--- config.mk ---
export PLATFORM = sky130hd
export DESIGN_NAME = alu_seq
export DESIGN_NICKNAME = d
export VERILOG_FILES = /design/src/rtl/alu_pkg.sv /design/src/rtl/alu_mul_iter.sv /design/src/rtl/alu_seq.sv
export SDC_FILE = /design/constraint.sdc
export NUM_CORES = 1
export LEC_CHECK = 0
export ABC_CLOCK_PERIOD_IN_PS = 5100
export CAP_MARGIN = 20
export CORE_ASPECT_RATIO = 0.75
export CORE_MARGIN = 2
export CORE_UTILIZATION = 35
export DETAILED_ROUTE_END_ITERATION = 7
export PLACE_DENSITY = 0.57
export SKIP_LAST_GASP = 1
export SLEW_MARGIN = 25
export SYNTH_ARGS = -nofsm -noshare
export SYNTH_HDL_FRONTEND = slang
export SYNTH_HIERARCHICAL = 1
export SYNTH_SLANG_ARGS = --single-unit
export TNS_END_PERCENT = 100
--- constraint.sdc ---
create_clock -name clk -period 5.1 [get_ports clk]
set_input_delay 0.765 -clock clk [delete_from_list [all_inputs] [get_ports clk]]
set_output_delay 0.765 -clock clk [all_outputs]
set_load 0.02 [all_outputs]
--- src/rtl/alu_pkg.sv ---
`default_nettype none
// +--------------------------------------------------------------------------+
// | Module      : alu_pkg                                                    |
// | Description : Shared types for the sequential ALU: opcode encoding,      |
// |               NZCV flag record, control-state encoding and the bit       |
// |               positions of each flag on the packed flags output.         |
// | Revision    : 1.0  initial release                                       |
// +--------------------------------------------------------------------------+
package alu_pkg;

   typedef enum logic [2:0] {
      OP_AND = 3'b000,
      OP_ORR = 3'b001,
      OP_ADD = 3'b010,
      OP_SUB = 3'b011,
      OP_EOR = 3'b100,
      OP_ADC = 3'b101,
      OP_SBC = 3'b110,
      OP_MUL = 3'b111
   } op_e;

   typedef struct packed {
      logic n;
      logic z;
      logic c;
      logic v;
   } flags_t;

   typedef enum logic [1:0] {
      IDLE = 2'd0,
      BUSY = 2'd1,
      HOLD = 2'd2
   } state_e;

   // Bit positions of each flag on the 4-bit {N,Z,C,V} output.
   localparam int unsigned c_FLAG_N = 3;
   localparam int unsigned c_FLAG_Z = 2;
   localparam int unsigned c_FLAG_C = 1;
   localparam int unsigned c_FLAG_V = 0;

endpackage
`default_nettype wire

--- src/rtl/alu_mul_iter.sv ---
`default_nettype none
// +--------------------------------------------------------------------------+
// | Module      : alu_mul_iter                                               |
// | Description : Iterative shift-add multiplier returning the low WIDTH     |
// |               bits of a_i * b_i. One partial product per cycle, WIDTH    |
// |               cycles after start_i. done_o is asserted during the last   |
// |               step and product_o already includes that final step.       |
// | Revision    : 1.0  initial release                                       |
// | Ports       : clk       rising-edge clock                                |
// |               reset     synchronous active-high reset                    |
// |               start_i   load operands and begin (ignored unless idle     |
// |                         from the parent's point of view)                 |
// |               a_i, b_i  operands, sampled on start_i                     |
// |               done_o    final step in progress this cycle                |
// |               product_o low WIDTH bits of the product while done_o       |
// +--------------------------------------------------------------------------+
module alu_mul_iter #(
   parameter int WIDTH = 32
) (
   input  logic             clk,
   input  logic             reset,
   input  logic             start_i,
   input  logic [WIDTH-1:0] a_i,
   input  logic [WIDTH-1:0] b_i,
   output logic             done_o,
   output logic [WIDTH-1:0] product_o
);

   localparam int            c_CW   = $clog2(WIDTH);
   localparam logic [c_CW-1:0] c_LAST = c_CW'(WIDTH - 1);
   localparam logic [c_CW-1:0] c_ONE  = c_CW'(1);

   logic             busy_q, busy_d;
   logic [c_CW-1:0]  cnt_q,  cnt_d;
   logic [WIDTH-1:0] a_q,    a_d;
   logic [WIDTH-1:0] b_q,    b_d;
   logic [WIDTH-1:0] acc_q,  acc_d;
   logic [WIDTH-1:0] w_addend;
   logic [WIDTH-1:0] w_acc_next;

   // Multiplicand shifts left while the multiplier shifts right, so bit 0 of
   // b_q always selects whether the current shifted multiplicand is added.
   assign w_addend   = b_q[0] ? a_q : '0;
   assign w_acc_next = acc_q + w_addend;

   assign done_o    = busy_q && (cnt_q == c_LAST);
   assign product_o = w_acc_next;

   always_comb begin
      busy_d = busy_q;
      cnt_d  = cnt_q;
      a_d    = a_q;
      b_d    = b_q;
      acc_d  = acc_q;
      if (start_i) begin
         busy_d = 1'b1;
         cnt_d  = '0;
         a_d    = a_i;
         b_d    = b_i;
         acc_d  = '0;
      end else if (busy_q) begin
         acc_d = w_acc_next;
         a_d   = a_q << 1;
         b_d   = b_q >> 1;
         if (cnt_q == c_LAST) begin
            busy_d = 1'b0;
            cnt_d  = '0;
         end else begin
            cnt_d = cnt_q + c_ONE;
         end
      end
   end

   always_ff @(posedge clk) begin
      if (reset) begin
         busy_q <= 1'b0;
         cnt_q  <= '0;
         a_q    <= '0;
         b_q    <= '0;
         acc_q  <= '0;
      end else begin
         busy_q <= busy_d;
         cnt_q  <= cnt_d;
         a_q    <= a_d;
         b_q    <= b_d;
         acc_q  <= acc_d;
      end
   end

endmodule
`default_nettype wire

--- src/rtl/alu_seq.sv ---
`default_nettype none
// +--------------------------------------------------------------------------+
// | Module      : alu_seq                                                    |
// | Description : Handshaked execute-stage ALU with registered result and a  |
// |               persistent NZCV flag register. Carry follows the ARM       |
// |               convention (C = NOT borrow on subtract), V is signed       |
// |               overflow. Non-MUL ops complete one cycle after accept;     |
// |               MUL (when ALU_MUL_EN is defined) iterates for WIDTH cycles.|
// |               Without ALU_MUL_EN, opcode 111 completes in one cycle with |
// |               result 0, flags untouched and out_err set.                 |
// |               WIDTH must be at least 4.                                  |
// | Revision    : 1.0  initial release                                       |
// | Ports       : clk        rising-edge clock                               |
// |               reset      synchronous active-high reset                   |
// |               in_valid / in_ready    operation handshake                 |
// |               op, set_flags, src_a, src_b  operation request             |
// |               out_valid / out_ready  result handshake                    |
// |               result, flags {N,Z,C,V}, out_err  completed operation      |
// | Config      : ALU_MUL_EN  enables the iterative multiplier               |
// +--------------------------------------------------------------------------+
module alu_seq
   import alu_pkg::*;
#(
   parameter int WIDTH = 32
) (
   input  logic             clk,
   input  logic             reset,
   input  logic             in_valid,
   output logic             in_ready,
   input  logic [2:0]       op,
   input  logic             set_flags,
   input  logic [WIDTH-1:0] src_a,
   input  logic [WIDTH-1:0] src_b,
   output logic             out_valid,
   input  logic             out_ready,
   output logic [WIDTH-1:0] result,
   output logic [3:0]       flags,
   output logic             out_err
);

   state_e           state_q,  state_d;
   logic [WIDTH-1:0] result_q, result_d;
   flags_t           flags_q,  flags_d;
   logic             err_q,    err_d;

   op_e              w_op;
   logic             w_accept;
   logic [WIDTH-1:0] w_b_eff;
   logic             w_cin;
   logic             w_arith;
   logic [WIDTH:0]   w_sum;
   logic [WIDTH-1:0] w_alu_res;
   flags_t           w_alu_flags;

   assign w_op     = op_e'(op);
   assign in_ready = (state_q == IDLE) || ((state_q == HOLD) && out_ready);
   assign w_accept = in_valid && in_ready;

   // ---------------------------------------------------------------------
   // Datapath. Subtraction is A + ~B + cin so one WIDTH+1 adder serves all
   // arithmetic ops and its top bit is directly the ARM carry.
   // ---------------------------------------------------------------------
   always_comb begin
      w_b_eff = src_b;
      w_cin   = 1'b0;
      w_arith = 1'b0;
      case (w_op)
         OP_ADD: begin
            w_arith = 1'b1;
         end
         OP_ADC: begin
            w_arith = 1'b1;
            w_cin   = flags_q.c;
         end
         OP_SUB: begin
            w_arith = 1'b1;
            w_b_eff = ~src_b;
            w_cin   = 1'b1;
         end
         OP_SBC: begin
            w_arith = 1'b1;
            w_b_eff = ~src_b;
            w_cin   = flags_q.c;
         end
         default: begin
         end
      endcase
   end

   assign w_sum = {1'b0, src_a} + {1'b0, w_b_eff} + {{WIDTH{1'b0}}, w_cin};

   always_comb begin
      w_alu_res = '0;
      case (w_op)
         OP_AND:  w_alu_res = src_a & src_b;
         OP_ORR:  w_alu_res = src_a | src_b;
         OP_EOR:  w_alu_res = src_a ^ src_b;
         OP_ADD,
         OP_ADC,
         OP_SUB,
         OP_SBC:  w_alu_res = w_sum[WIDTH-1:0];
         default: w_alu_res = '0;
      endcase
   end

   // Logic ops keep C and V; arithmetic ops overwrite them.
   always_comb begin
      w_alu_flags   = flags_q;
      w_alu_flags.n = w_alu_res[WIDTH-1];
      w_alu_flags.z = (w_alu_res == '0);
      if (w_arith) begin
         w_alu_flags.c = w_sum[WIDTH];
         w_alu_flags.v = (src_a[WIDTH-1] == w_b_eff[WIDTH-1]) &&
                         (w_sum[WIDTH-1] != src_a[WIDTH-1]);
      end
   end

`ifdef ALU_MUL_EN
   // ---------------------------------------------------------------------
   // Multiplier. set_flags must be remembered across the BUSY period.
   // ---------------------------------------------------------------------
   logic             setf_q, setf_d;
   logic             w_mul_start;
   logic             w_mul_done;
   logic [WIDTH-1:0] w_mul_product;

   alu_mul_iter #(
      .WIDTH     (WIDTH)
   ) u_mul (
      .clk       (clk),
      .reset     (reset),
      .start_i   (w_mul_start),
      .a_i       (src_a),
      .b_i       (src_b),
      .done_o    (w_mul_done),
      .product_o (w_mul_product)
   );
`endif

   // ---------------------------------------------------------------------
   // Control: next state and register updates. An accept overrides the
   // HOLD->IDLE return so a new op can enter in the same cycle the previous
   // result is consumed.
   // ---------------------------------------------------------------------
   always_comb begin
      state_d  = state_q;
      result_d = result_q;
      flags_d  = flags_q;
      err_d    = err_q;
`ifdef ALU_MUL_EN
      setf_d      = setf_q;
      w_mul_start = 1'b0;
`endif
      case (state_q)
         IDLE: begin
         end
         BUSY: begin
`ifdef ALU_MUL_EN
            if (w_mul_done) begin
               state_d  = HOLD;
               result_d = w_mul_product;
               err_d    = 1'b0;
               if (setf_q) begin
                  flags_d.n = w_mul_product[WIDTH-1];
                  flags_d.z = (w_mul_product == '0);
               end
            end
`else
            state_d = IDLE;
`endif
         end
         HOLD: begin
            if (out_ready) begin
               state_d = IDLE;
            end
         end
         default: begin
            state_d = IDLE;
         end
      endcase

      if (w_accept) begin
         if (w_op == OP_MUL) begin
`ifdef ALU_MUL_EN
            state_d     = BUSY;
            setf_d      = set_flags;
            w_mul_start = 1'b1;
`else
            state_d  = HOLD;
            result_d = '0;
            err_d    = 1'b1;
`endif
         end else begin
            state_d  = HOLD;
            result_d = w_alu_res;
            err_d    = 1'b0;
            if (set_flags) begin
               flags_d = w_alu_flags;
            end
         end
      end
   end

   always_ff @(posedge clk) begin
      if (reset) begin
         state_q  <= IDLE;
         result_q <= '0;
         flags_q  <= '0;
         err_q    <= 1'b0;
`ifdef ALU_MUL_EN
         setf_q   <= 1'b0;
`endif
      end else begin
         state_q  <= state_d;
         result_q <= result_d;
         flags_q  <= flags_d;
         err_q    <= err_d;
`ifdef ALU_MUL_EN
         setf_q   <= setf_d;
`endif
      end
   end

   assign out_valid        = (state_q == HOLD);
   assign result           = result_q;
   assign out_err          = err_q;
   assign flags[c_FLAG_N]  = flags_q.n;
   assign flags[c_FLAG_Z]  = flags_q.z;
   assign flags[c_FLAG_C]  = flags_q.c;
   assign flags[c_FLAG_V]  = flags_q.v;

endmodule
`default_nettype wire

==> results of run 1 <==
per-stage QoR:
stage | utilization [%] | total power, mW | instances
floorplan | - | 0.941 | 805
finish | 44.3 | 1.66 | 1109
detailed placement | 43.2 | 1.25 | 1101
global route | 44.3 | 1.77 | 1109
CTS | 44.3 | 1.65 | 1109
global placement | 43.2 | 1.25 | 1101
cell families (layout without fill, tap and decap cells):
kind of cell    count (synthesis)  after routing  synth area share [%]
compound gates                234            234                  27.0
flops                          38             38                  12.9
buf+inv                       136            225                  9.51
xor+xnor                       53             53                  7.86
mux                            13             13                  2.20
simple gates                  234            234                  19.8
fa+ha+maj                      97             97                  20.8
power by group through the flow:
| stage | Clock [mW] | Combinational (mW) | Sequential (mW) |
|---|---|---|---|
| finish | 0.399 | 0.915 | 0.342 |
| global route | 0.420 | 1.01 | 0.344 |
| CTS | 0.407 | 0.906 | 0.341 |
| detailed placement | 0 | 0.902 | 0.348 |
| global placement | 0 | 0.900 | 0.347 |
| floorplan | 0 | 0.565 | 0.377 |
registers in the layout, indices dropped and copies added, names as in the netlist:
| signal | cells |
|---|---|
| result | 32 |
| out_err | 1 |
| flags | 4 |
| state_q | 1 |
cells in the mapped netlist, drive strengths merged, types with 10 or more instances:
cell	n	area (sq um)
buf	26	149
a211oi	29	223
a21o	13	97.6
nand4	10	62.6
mux2i	13	130
nand2b	16	100
clkbuf	18	67.6
nor3	21	116
dfxtp	38	761
nand2	53	199
xnor2	44	385
inv	90	338
a31oi	12	90.1
o21ai	45	225
a21oi	66	342
nor2	77	294
nand3	11	55.1
ha	95	1190
metal layers:
layer / wire length (um) / share of wire, % / vias up
met2: 7310 / 39 / 216
met4: 206 / 1.1 / 0
met3: 1480 / 7.9 / 14
met5: 0 / 0 / -
li1: - / - / 3002
met1: 9760 / 52 / 2748
worst reg2reg max path, delay by kind of cell (launching register included):
kind	cells	cell delay, ns
AO/OA/AOI/OAI	5	1.26
AND/OR/NAND/NOR	7	1.23
adder cells (fa/ha/maj)	2	0.63
flip-flops	1	0.42
buffers and inverters	1	0.06
worst max-delay path by stage:
stage / to / slack (ns)
finish: flags[2]$_SDFFE_PP0P_ / 0.46
global route: flags[2]$_SDFFE_PP0P_ / 0.10
CTS: flags[2]$_SDFFE_PP0P_ / 0.49
detailed placement: flags[2]$_SDFFE_PP0P_ / 0.22
global placement: flags[2]$_SDFFE_PP0P_ / 0.32
floorplan: flags[2]$_SDFFE_PP0P_ / 0.34
area by class of cell:
cell class	instances	area share (%)
timing repair buffer	125	16.5
sequential	38	10.3
inverter	92	4.67
tap	215	3.64
clock buffer	5	1.69
multi-input combinational	631	62.2
clock inverter	3	0.931
==> impl_metrics.py, run 1 <==
metrics = {
    "min_path": {
        "min_delay_path_depth": 2,
        "timing.hold.worst.class": "reg -> reg",
        "min-delay-start": "result[3]$_SDFFE_PP0P_",
        "worstHoldEndpoint": "result[3]$_SDFFE_PP0P_",
    },
    "route": {
        "drtPass1Iterations": 5,
        "routed_wl_mm": 18.8,
        "via_count": 5980,
        "drt_iter0_drc": 473,
        "wire_per_inst_um": 16.9,
        "antenna_violating_nets_post_route": 0,
        "vias_per_cell": 5.39,
        "drcViolationCount": 0,
    },
    "pwr": {
        "share_clk_of_total_power_pct": 24.1,
        "combPwrFrac_pct": 55.3,
        "seqPwrFrac_pct": 20.6,
        "worst_voltage_drop_across_the_vdd_grid_v": 0.000158,
        "switching_share_pct": 40.3,
        "leakage_power_total_nw": 3.28,
        "internal_power_uw": 988,
        "power_per_cell_area_nw_per_um2": 224,
        "total_switching_power_uw": 668,
    },
    "timing": {
        "report.final.setup_viol": 0,
        "finClkSkew_ns": 0.00636,
        "maximum_achievable_frequency_mhz": 216,
        "rsz0062_at_grt": "false",
        "timing.final.ws_setup_ns": 0.462,
        "timing_worst_slew_pin_value_ns": 0.850,
        "fin_tns_setup_ns": 0,
        "fin_crit_sh_pct": 90.9,
        "slew-limit-headroom_pct": 43.2,
        "drv_slew": 0,
        "post-route-min-period_ns": 4.64,
        "finalHoldWorstSlack_ns": 0.458,
        "final_hold_viol_count": 0,
    },
    "logic_synthesis": {
        "post_synth.cell_area_avg_sq_um": 7.34,
        "synth_enable_flop_cells": 0,
        "postSynth.asyncResetShare_pct": 0,
        "ys.flop_type": "sky130_fd_sc_hd__dfxtp_1",
        "yosysSeqAreaShare_pct": 12.9,
        "synth.lib_cells_used.distinct": 77,
        "synthesis.area_sq_um": 5910,
        "post_synthesis_cell_count": 805,
        "ys.warnings.count": 6,
        "synth_seq_cells": 38,
        "postSynthNetCount": 974,
    },
    "clocking": {
        "cts-resized-gates": 0,
        "clockRootBuffer": "sky130_fd_sc_hd__clkbuf_16",
        "hold_buffers": 0,
        "cts_buffer_depth": 2,
        "clock_sinks": 38,
        "cts_h_tree_depth": 2,
        "insertion_delay_ns": 0.28,
        "numCtsBuffers": 5,
        "cts_setup_buffers": 0,
        "tritoncts": "yes",
        "worst_setup_hold_path_clk_slew_ns": 0.05,
    },
    "global_routing": {
        "groute.usage.overall_pct": 21.0,
        "grt_util_met2_pct": 30.2,
        "first_pass_grt_wire_length_mm": 30.3,
        "grt.met3_usage_pct": 3.04,
        "gr-max-usage-layer": "met1",
        "grt_remaining_overflow": 0,
        "first_global_vias": 5516,
        "gr-usage-met1_pct": 33.0,
        "grt_antenna_before_repair": 0,
        "largest_net_degree_at_the_start_of_global_routing": 53,
    },
    "place": {
        "post-place-ws_ns": 0.223,
        "gp_routability_congestion": 0.959,
        "numPortBuffers": 110,
        "hpwl_mm": 15.1,
        "place_area_sq_um": 7190,
    },
    "worst_setup_path": {
        "arrival_ns": 4.86,
        "worst_path_class_setup": "in -> reg",
        "cp_slowest_stage_delay_ns": 0.46,
        "critical_path.startpoint": "op[2]",
        "crit_family": "simple AND/OR/NAND/NOR gates",
        "timing.critical_path.depth": 17,
        "cp_cell_sequence": "clkdlybuf4s50_1 -> nor2b_2 -> o21ai_4 -> buf_12 -> xnor2_1 -> inv_1 -> fa_1 -> nand2b_1 -> a211oi_1 -> o21ai_1 -> and4_1 -> a221oi_1 -> nand4_1 -> nor4_1 -> nand4_1 -> nor4_2 -> a31o_1",
        "crit-reg2reg-capture": "flags[2]$_SDFFE_PP0P_",
        "reg2reg_from": "flags[1]$_SDFFE_PP0P_",
        "critical_path_start_type": "input port",
        "path_max_fanout": 23,
        "worst-r2r-cell-count": 15,
        "required_ns": 5.32,
        "cpMostUsedCell": "sky130_fd_sc_hd__nand4_1",
        "endpoint_kind": "register",
        "critPathBufInv": 3,
        "timing.reg2reg.setup_slack_ns": 1.44,
        "crit_path_top_delay_cell": "sky130_fd_sc_hd__clkdlybuf4s50_1",
    },
    "cells_and_area": {
        "ff_latch_area_sq_um": 761,
        "antenna_cells_inserted": 0,
        "multi_input_comb_area_sq_um": 4600,
        "final_layout_size_suffix_gt1_share_pct": 5.15,
        "most_common_cell_after_layout_fill_and_taps_aside": "sky130_fd_sc_hd__clkdlybuf4s50_1",
        "fillerInstances": 1672,
        "finalInstanceArea_sq_um": 7390,
        "layout_common_cells": "109 x sky130_fd_sc_hd__clkdlybuf4s50_1, 95 x sky130_fd_sc_hd__ha_1, 90 x sky130_fd_sc_hd__inv_1",
        "areaGrowthSynthToFinish_pct": 25.1,
        "finish.net_count": 1062,
    },
    "run": {
        "maxCapViolCount": 0,
    },
    "die": {
        "die_w_um": 154,
        "io-pin-count": 111,
        "die_height_um": 117,
        "core-area_sq_um": 16700,
        "placementRows": 41,
        "initial_standard_cell_utilization_of_the_core_pct": 35.4,
        "die-area_sq_um": 17900,
    },
    "status": {
        "status": "complete, no violations",
    },
}
Note: power is estimated with default switching activity, not from simulation.
==> run 2, diff against run 1 <==
- CAP_MARGIN: 20 -> not set
==> results of run 2 <==
Final layout, timing and power as in run 1 (identical DEF).
